--- src/rtl/fir_pkg.sv ---
// Shared definitions for the FIR tap datapath.
//   DW_DEF / OW_DEF : default operand / result widths
//   split_h()       : partial-product split point for a DW-bit magnitude
//   sat_signed()    : re-apply sign to a magnitude and limit it to ow bits
package fir_pkg;

  localparam int unsigned DW_DEF = 13;
  localparam int unsigned OW_DEF = 26;

  // Working width of sat_signed; covers products of operands up to 32 bits.
  localparam int unsigned SAT_W = 64;

  typedef struct packed {
    logic [SAT_W-1:0] value;  // two's complement, sign-extended to SAT_W
    logic             ovf;
  } sat_res_t;

  // Low half of the B magnitude is split_h bits wide (floor of dw/2).
  function automatic int unsigned split_h(input int unsigned dw);
    return dw / 2;
  endfunction

  // Sign-apply and range-limit a magnitude to an ow-bit signed result.
  // With sat_en=0 the full signed value is returned so the caller's
  // truncation to ow bits gives the wrapped result; ovf is reported anyway.
  function automatic sat_res_t sat_signed(input logic [SAT_W-1:0] mag,
                                          input logic             sign,
                                          input int unsigned      ow,
                                          input logic             sat_en);
    logic [SAT_W-1:0] pos_lim;
    logic [SAT_W-1:0] neg_lim;
    logic             over;
    sat_res_t         r;
    pos_lim = (SAT_W'(1) << (ow - 1)) - SAT_W'(1);
    neg_lim = SAT_W'(1) << (ow - 1);
    over    = sign ? (mag > neg_lim) : (mag > pos_lim);
    r.ovf   = over;
    if (over && sat_en) begin
      r.value = sign ? (SAT_W'(0) - neg_lim) : pos_lim;
    end else begin
      r.value = sign ? (SAT_W'(0) - mag) : mag;
    end
    return r;
  endfunction

endpackage

--- src/rtl/pipe_mul_sm_if.sv ---
// Operand/result stream bundle for pipe_mul_sm.
//   in_valid/in_ready   : operand handshake, din1/din2 signed operands
//   out_valid/out_ready : result handshake, dout signed result, ovf flag
//   master : producer of operands and consumer of results (the FIR tap)
//   slave  : the multiplier
interface pipe_mul_sm_if import fir_pkg::*; #(
  parameter int unsigned DW = DW_DEF,
  parameter int unsigned OW = OW_DEF
);

  logic                 in_valid;
  logic                 in_ready;
  logic signed [DW-1:0] din1;
  logic signed [DW-1:0] din2;
  logic                 out_valid;
  logic                 out_ready;
  logic signed [OW-1:0] dout;
  logic                 ovf;

  modport master (
    output in_valid, din1, din2, out_ready,
    input  in_ready, out_valid, dout, ovf
  );

  modport slave (
    input  in_valid, din1, din2, out_ready,
    output in_ready, out_valid, dout, ovf
  );

endinterface

--- src/rtl/pipe_mul_sm_mag_mul_split.sv ---
// Registered unsigned DW x DW magnitude multiplier, split into two partial
// products on the B operand at H = floor(DW/2).
//   clk, rst : clock, asynchronous active-high reset
//   en       : stage enable; registers hold while low
//   mag_a    : DW-bit unsigned magnitude A
//   mag_b    : DW-bit unsigned magnitude B
//   pp_lo    : mag_a * mag_b[H-1:0]        (DW+H bits)
//   pp_hi    : mag_a * mag_b[DW-1:H]       (2*DW-H bits)
module mag_mul_split import fir_pkg::*; #(
  parameter  int unsigned DW = DW_DEF,
  localparam int unsigned H  = split_h(DW)
) (
  input  logic                clk,
  input  logic                rst,
  input  logic                en,
  input  logic [DW-1:0]       mag_a,
  input  logic [DW-1:0]       mag_b,
  output logic [DW+H-1:0]     pp_lo,
  output logic [2*DW-H-1:0]   pp_hi
);

  localparam int unsigned LOW = DW + H;
  localparam int unsigned HIW = 2 * DW - H;

  logic [LOW-1:0] pp_lo_c;
  logic [HIW-1:0] pp_hi_c;

  // Operands widened to the product width before multiplying.
  assign pp_lo_c = LOW'(mag_a) * LOW'(mag_b[H-1:0]);
  assign pp_hi_c = HIW'(mag_a) * HIW'(mag_b[DW-1:H]);

  always_ff @(posedge clk or posedge rst) begin
    if (rst) begin
      pp_lo <= '0;
      pp_hi <= '0;
    end else if (en) begin
      pp_lo <= pp_lo_c;
      pp_hi <= pp_hi_c;
    end
  end

endmodule

--- src/rtl/pipe_mul_sm.sv ---
// Four-stage pipelined sign-magnitude multiplier with optional rounding and
// saturation, and valid/ready flow control driven by one global enable.
//   clk, rst : clock, asynchronous active-high reset
//   bus      : slave side of pipe_mul_sm_if
//              in_valid/in_ready/din1/din2   operand stream
//              out_valid/out_ready/dout/ovf  result stream
// Stages: S1 magnitudes+sign+zero, S2 partial products, S3 sum and round,
// S4 sign-apply and limit (output register).
module pipe_mul_sm import fir_pkg::*; #(
  parameter int unsigned DW     = DW_DEF,
  parameter int unsigned OW     = OW_DEF,
  parameter int unsigned SHIFT  = 0,
  parameter bit          SAT_EN = 1'b1
) (
  input logic         clk,
  input logic         rst,
  pipe_mul_sm_if.slave bus
);

  localparam int unsigned H   = split_h(DW);
  localparam int unsigned PW  = 2 * DW;
  localparam int unsigned LOW = DW + H;
  localparam int unsigned HIW = PW - H;

  logic adv;

  // Stage valid bits; out_valid_q is the S4 valid.
  logic v1, v2, v3, out_valid_q;

  logic [DW-1:0]  a_u, b_u, abs_a, abs_b;
  logic [DW-1:0]  mag_a1, mag_b1;
  logic           sign1, zero1;

  logic [LOW-1:0] pp_lo2;
  logic [HIW-1:0] pp_hi2;
  logic           sign2, zero2;

  logic [PW-1:0]  mag_sum, magr_c;
  logic [PW-1:0]  magr3;
  logic           sign3, zero3;

  sat_res_t             res;
  logic signed [OW-1:0] dout_c;
  logic signed [OW-1:0] dout_q;
  logic                 ovf_q;

  // Whole pipeline moves together; a held result freezes every stage.
  assign adv           = !out_valid_q || bus.out_ready;
  assign bus.in_ready  = adv;
  assign bus.out_valid = out_valid_q;
  assign bus.dout      = dout_q;
  assign bus.ovf       = ovf_q;

  // S1: two's complement to magnitude; -2^(DW-1) becomes 2^(DW-1) unsigned.
  assign a_u   = bus.din1;
  assign b_u   = bus.din2;
  assign abs_a = a_u[DW-1] ? (~a_u + DW'(1)) : a_u;
  assign abs_b = b_u[DW-1] ? (~b_u + DW'(1)) : b_u;

  // S2: partial products, registered inside the sub-module.
  mag_mul_split #(.DW(DW)) u_mul (
    .clk   (clk),
    .rst   (rst),
    .en    (adv),
    .mag_a (mag_a1),
    .mag_b (mag_b1),
    .pp_lo (pp_lo2),
    .pp_hi (pp_hi2)
  );

  // S3: recombine and round half away from zero on the magnitude.
  assign mag_sum = PW'(pp_lo2) + (PW'(pp_hi2) << H);

  generate
    if (SHIFT > 0) begin : g_round
      logic [PW:0] rnd;
      assign rnd    = {1'b0, mag_sum} + ((PW + 1)'(1) << (SHIFT - 1));
      assign magr_c = PW'(rnd >> SHIFT);
    end else begin : g_exact
      assign magr_c = mag_sum;
    end
  endgenerate

  // S4: sign-apply and limit.
  assign res    = sat_signed(SAT_W'(magr3), sign3, OW, SAT_EN);
  assign dout_c = OW'(res.value);

  // Bits above the result must be pure sign extension unless the value was
  // flagged as wrapped.
  always_comb begin : s4_ext_chk
    assert (res.ovf || (&res.value[SAT_W-1:OW-1]) || !(|res.value[SAT_W-1:OW-1]));
  end

  always_ff @(posedge clk or posedge rst) begin
    if (rst) begin
      v1          <= 1'b0;
      v2          <= 1'b0;
      v3          <= 1'b0;
      out_valid_q <= 1'b0;
      mag_a1      <= '0;
      mag_b1      <= '0;
      sign1       <= 1'b0;
      zero1       <= 1'b0;
      sign2       <= 1'b0;
      zero2       <= 1'b0;
      magr3       <= '0;
      sign3       <= 1'b0;
      zero3       <= 1'b0;
      dout_q      <= '0;
      ovf_q       <= 1'b0;
    end else if (adv) begin
      v1          <= bus.in_valid;
      mag_a1      <= abs_a;
      mag_b1      <= abs_b;
      sign1       <= a_u[DW-1] ^ b_u[DW-1];
      zero1       <= (a_u == '0) || (b_u == '0);

      v2          <= v1;
      sign2       <= sign1;
      zero2       <= zero1;

      v3          <= v2;
      magr3       <= magr_c;
      sign3       <= sign2;
      zero3       <= zero2;

      out_valid_q <= v3;
      dout_q      <= zero3 ? '0 : dout_c;
      ovf_q       <= !zero3 && res.ovf;
    end
  end

endmodule
--- src/flat_wrapper.sv ---
// flat-port wrapper written by rule: the top's interface ports become plain ports
module pipe_mul_sm_flat import fir_pkg::*;
#(
  parameter int unsigned DW     = DW_DEF,
  parameter int unsigned OW     = OW_DEF,
  parameter int unsigned SHIFT  = 0,
  parameter bit          SAT_EN = 1'b1
)
  (clk, rst, bus_in_valid, bus_din1, bus_din2, bus_out_ready, bus_in_ready, bus_out_valid, bus_dout, bus_ovf);
  pipe_mul_sm_if #(.DW(DW), .OW(OW)) bus_i ();
  input logic clk;
  input logic rst;
  input wire logic [$bits(bus_i.in_valid)-1:0] bus_in_valid;
  input wire logic [$bits(bus_i.din1)-1:0] bus_din1;
  input wire logic [$bits(bus_i.din2)-1:0] bus_din2;
  input wire logic [$bits(bus_i.out_ready)-1:0] bus_out_ready;
  output wire logic [$bits(bus_i.in_ready)-1:0] bus_in_ready;
  output wire logic [$bits(bus_i.out_valid)-1:0] bus_out_valid;
  output wire logic [$bits(bus_i.dout)-1:0] bus_dout;
  output wire logic [$bits(bus_i.ovf)-1:0] bus_ovf;
  assign bus_i.in_valid = bus_in_valid;
  assign bus_i.din1 = bus_din1;
  assign bus_i.din2 = bus_din2;
  assign bus_i.out_ready = bus_out_ready;
  assign bus_in_ready = bus_i.in_ready;
  assign bus_out_valid = bus_i.out_valid;
  assign bus_dout = bus_i.dout;
  assign bus_ovf = bus_i.ovf;
  pipe_mul_sm #(.DW(DW), .OW(OW), .SHIFT(SHIFT), .SAT_EN(SAT_EN)) u_core (.clk(clk), .rst(rst), .bus(bus_i));
endmodule
--- config.mk ---
export PLATFORM = sky130hd
export DESIGN_NAME = pipe_mul_sm_flat
export DESIGN_NICKNAME = d
export VERILOG_FILES = /design/src/rtl/fir_pkg.sv /design/src/rtl/pipe_mul_sm_if.sv /design/src/rtl/pipe_mul_sm_mag_mul_split.sv /design/src/rtl/pipe_mul_sm.sv /design/src/flat_wrapper.sv
export SDC_FILE = /design/constraint.sdc
export NUM_CORES = 1
export LEC_CHECK = 0
export ABC_AREA = 1
export CAP_MARGIN = 40
export CORE_MARGIN = 2
export CORE_UTILIZATION = 46
export DETAILED_ROUTE_END_ITERATION = 10
export PLACE_DENSITY = 0.71
export REMOVE_ABC_BUFFERS = 1
export SYNTH_ARGS = -nofsm -noshare
export SYNTH_HDL_FRONTEND = slang
export SYNTH_SLANG_ARGS = --single-unit
export TNS_END_PERCENT = 20
--- constraint.sdc ---
create_clock -name clk -period 5.2 [get_ports clk]
set_input_delay 1.04 -clock clk [delete_from_list [all_inputs] [get_ports clk]]
set_output_delay 1.04 -clock clk [all_outputs]
set_load 0.03 [all_outputs]
* Word level (Yosys, flattened, before mapping)
Cells that the tools add are included.
W data, S select, Z words.
** Storage, ports and cells
- Word-level logic and storage cells :: 42
- Register bits after elaboration :: 128
- Output and inout bits :: 29
** Operators by class
- Bitwise logic cells :: 3
- Multipliers :: 2
- Add/subtract/negate cells :: 4
- Multiplexer cells :: 7
- $lt $le $gt $ge :: 2
- Reductions and logical operators :: 7
** Operators by type and width (number)
- $mux W26 :: 4
- $add A13 B1 Y13 const B :: 2
- $add A19 B26 Y26 :: 1
- $gt A26 B25 Y1 const B :: 1
- $gt A26 B26 Y1 const B :: 1
- $logic_not A13 Y1 :: 2
- $mux W13 :: 2
- $not A13 Y13 :: 2
- $sub A1 B26 Y26 const A :: 1
- $mul A13 B7 Y20 :: 1
- $mul A13 B6 Y19 :: 1
- $logic_not A1 Y1 :: 2
- $logic_or A1 B1 Y1 :: 2
- $logic_and A1 B1 Y1 :: 1
- $mux W1 :: 1
- $xor A1 B1 Y1 :: 1

* Logic depth before layout (Yosys ltp)
- Depth after elaboration :: 4
- Depth in mapped cells :: 23
- Mapped depth without buffers :: 22

* Modules after synthesis
Synthesis repeated with hierarchy kept, for this count alone.
** Unflattened totals
- Cells, all modules :: 1777
- Area, all modules :: 12570.8 um^2
** By module, submodules not included
- mag_mul_split :: area each 6899.1 um^2, sequential area each 975.9 um^2, cells each 961, times used 1
- pipe_mul_sm :: area each 5671.7 um^2, sequential area each 2227.1 um^2, cells each 816, times used 1

* Worst setup path after synthesis
OpenSTA, ideal clock, no wires.
- Kind :: register to register
- From :: register u_core.mag_b1[12]
- To :: register u_core.u_mul.pp_hi[11]
- Cell stages (with the launch flop) :: 20
- Data required time :: 5082 ps
- Library setup time :: 118 ps
- Buffers on the path :: 1
- Slack :: 1037 ps
- Period minus slack after synthesis :: 4163 ps
- Arrival time :: 4045 ps
- Cells stage by stage :: dfrtp_1 -> clkbuf_1 -> nand2_1 -> fa_1 -> fa_1 -> inv_1 -> fa_1 -> inv_1 -> fa_1 -> inv_1 -> ha_1 -> nand2_1 -> inv_1 -> nand2_1 -> nand2_1 -> nand2_1 -> nand2_1 -> or2_2 -> nand3_1 -> nand2_1
** Between the ends
- Cells in the longest elaborated chain, start to end :: 1
** Ends and longest elaborated chain
- start, declared :: RTL line pipe_mul_sm.sv:31 : logic [DW-1:0] mag_a1, mag_b1;
- start signal, assigned :: RTL line pipe_mul_sm.sv:114 : mag_b1 <= abs_b;
- $mul A13 B7 Y20 :: RTL line pipe_mul_sm_mag_mul_split.sv:30 : assign pp_hi_c = HIW'(mag_a) * HIW'(mag_b[DW-1:H]);
- end signal, assigned :: RTL line pipe_mul_sm_mag_mul_split.sv:38 : pp_hi <= pp_hi_c;
- end, declared :: RTL line pipe_mul_sm_mag_mul_split.sv:19 : output logic [2*DW-H-1:0] pp_hi
No other way between the ends.
A chain may end at the register's enable or synchronous reset.

* Worst setup path after layout
- From :: register u_core.mag_a1[0]
- To :: register u_core.u_mul.pp_hi[13]
** Between the ends
- Cells in the longest elaborated chain, start to end :: 1
** Ends and longest elaborated chain
- start, declared :: RTL line pipe_mul_sm.sv:31
- start signal, assigned :: RTL line pipe_mul_sm.sv:113 : mag_a1 <= abs_a;
- $mul A13 B7 Y20 :: RTL line pipe_mul_sm_mag_mul_split.sv:30
No other way between the ends.

==> run metrics <==
status=finished, final reports clean; worst r2r path cells=18; clock skew=0.0153 ns; worst hold stages=2; Die Area=28500 um2; final WL=29400 um; Area growth syn-to-layout=11.9%; Worst setup EP type=register; setup slack, reg-to-reg=0.72 ns; placed inst area=13400 um2; register area=3200 um2; Starting DRT DRC Count=764; Root Buffer=clkbuf_16; core area=26800 um2; Post-Syn Area per Cell=7.01 um2; Netlist cell types=39; Critical R2R Launch=u_core.mag_a1[0]$_DFFE_PP0P_; crit path from=u_core.mag_a1[0]$_DFFE_PP0P_; vias per cell=5.04; commonest non-fill, non-tap cells in the layout=nand2_1, inv_1, dfrtp_1; post-CTS setup buffer count=0; Antenna Violating Nets Remaining=0; H-Tree Depth=4; design area=14000 um2; HPWL after detailed placement=22900 um; worst slew pin tran=0.884 ns; drt pass-1 iters=7; max_cap viols=0; Worst-path clk slew=0.06 ns; Antenna Cells=0; CP endpoint=u_core.u_mul.pp_hi[13]$_DFFE_PP0P_; CTS tree=done; gr ovfl total=0; Num CTS Buffers=17; via count=10900; gr usage total=21.6%; r2r endpoint=u_core.u_mul.pp_hi[13]$_DFFE_PP0P_; Slew HR=41.1%; Crit path required time=5.51 ns; wire per inst=13.5 um; max-slew violations=0; die height=169 um; most common cell after layout, fill and taps aside=nand2_1; post-route minimum period=4.48 ns; worst skew pair latency=0.43 ns; I/O pins=59; Final WS setup=0.715 ns; Setup CP Type=register to register; vias in the first global route=10700; data arrival time of the worst path=4.79 ns; Net count, final=2026; Final setup viols=0; Post-Place Worst Slack=0.701 ns; chip width=169 um; Period Utilization, post-route=86.2%; Starting Density=46.7%; Filler cells=2641; RSZ-0062 raised after global routing=no; Mapped Area=12500 um2; Yosys warning count=0; DRC Markers=0; Post-Synthesis Cells=1785; row count=60; HP Class=register to register; clock sink count=128; hold_buf cts=0; clk buf depth=2; Max Fanout on Critical Path=14; first-pass GRT wire length=50600 um; multi-input logic area=7900 um2; largest net degree at the start of global routing=95; Worst setup SP type=register; Seq/Total Area, Yosys=25.6%; Final Hold Fails=0; initial antenna violation count=0; fmax=0.223 GHz; post-cts resize count=0; # port buffers=58; routability cong.=0.919; layout cells sized above 1=4.27%; flop and latch count out of synthesis=128
## Yosys cell counts (all sizes together)
master / count / area share, %
buf: 17 / 0.73
nor4: 2 / 0.10
and2: 3 / 0.17
fa: 100 / 16
o21a: 2 / 0.12
nand3: 125 / 5.1
o211ai: 3 / 0.18
inv: 306 / 9.2
or2: 14 / 0.70
o21ai: 98 / 4.0
a21oi: 50 / 2.0
o31ai: 2 / 0.12
nor3: 9 / 0.40
dfrtp: 128 / 26
nand2: 637 / 19
nor2: 104 / 3.3
xor2: 20 / 1.4
xnor2: 9 / 0.63
nand3b: 13 / 0.78
ha: 81 / 8.1
nand4: 10 / 0.50
o21bai: 3 / 0.18
clkbuf: 44 / 1.4
o22ai: 1 / 0.050
clkinv: 2 / 0.070
a31oi: 2 / 0.10
## worst max-delay path, cell delays in order, from the launching register on
cell and delay (ns):
dfrtp_1 0.66, nand2_1 0.16, fa_1 0.54, fa_1 0.55, inv_1 0.06, fa_1 0.52, inv_1 0.05, fa_1 0.52
inv_1 0.04, ha_1 0.34, nand2_1 0.07, inv_1 0.09, nand2_1 0.08, a21oi_1 0.30, nand2_1 0.12, nand2_1 0.08
nand2_1 0.05, nand3_1 0.07, nand2_1 0.07
## worst min-delay path by stage
stage | startpoint | to | slack, ns
after floorplan | u_core.v3$_DFFE_PP0P_ | u_core.bus.out_valid$_DFFE_PP0P_ | 0.42
after global placement | u_core.v3$_DFFE_PP0P_ | u_core.bus.out_valid$_DFFE_PP0P_ | 0.43
after detailed placement | u_core.v3$_DFFE_PP0P_ | u_core.bus.out_valid$_DFFE_PP0P_ | 0.45
after CTS | u_core.v3$_DFFE_PP0P_ | u_core.bus.out_valid$_DFFE_PP0P_ | 0.46
after global routing | u_core.bus.dout[12]$_DFFE_PP0P_ | u_core.bus.dout[12]$_DFFE_PP0P_ | 0.50
final | u_core.v3$_DFFE_PP0P_ | u_core.bus.out_valid$_DFFE_PP0P_ | 0.46
## cell families after synthesis
| logic type | after synthesis | share of synthesized area (%) |
|---|---|---|
| DFF | 128 | 25.6 |
| buffers and inverters | 369 | 11.4 |
| and+or+nand+nor | 917 | 30.2 |
| adders and majority gates | 181 | 24.1 |
| AOI/OAI and AO/OA | 161 | 6.76 |
| xor gates and xnor gates | 29 | 2.03 |
## state kept, by name, summed over array words and instances (netlist names)
signal / cells
u_core.sign2: 1
u_core.bus.ovf: 1
u_core.bus.dout: 26
u_core.zero1: 1
u_core.v3: 1
u_core.zero2: 1
u_core.zero3: 1
u_core.u_mul.pp_hi: 20
u_core.magr3: 26
u_core.sign1: 1
u_core.sign3: 1
u_core.mag_a1: 13
u_core.v2: 1
u_core.u_mul.pp_lo: 19
u_core.bus.out_valid: 1
u_core.v1: 1
u_core.mag_b1: 13
## final cells by class
class	count	area share (%)
Tap cell	341	3.04
Clock buffer	18	3.06
Timing Repair Buffer	72	5.18
Inverter	308	8.28
Clock inverter	14	1.21
Multi-Input combinational cell	1288	56.4
Sequential cell	128	22.9
## through the flow
stage	setup TNS (ns)	std cells	utilization (%)	hold WS [ns]
2_1_floorplan	-260.92	1724	-	0.420
3_3_place_gp	0	2135	49.8	0.435
3_5_place_dp	0	2137	50.1	0.446
4_1_cts	0	2169	52.3	0.461
5_1_grt	0	2169	52.3	0.500
6_report	0	2169	52.3	0.459
## metal layers
metal  global-route usage (%)  vias up  wire length (um)
li1                         -     5533                 -
met1                     28.0     5104             13100
met2                     38.0      251             14400
met3                     3.37       37              1410
met4                     5.36        0               472
met5                        0        -                 0
Power is not shown: default switching activity piles up to over one toggle a cycle in this logic, so the estimate is an artifact.
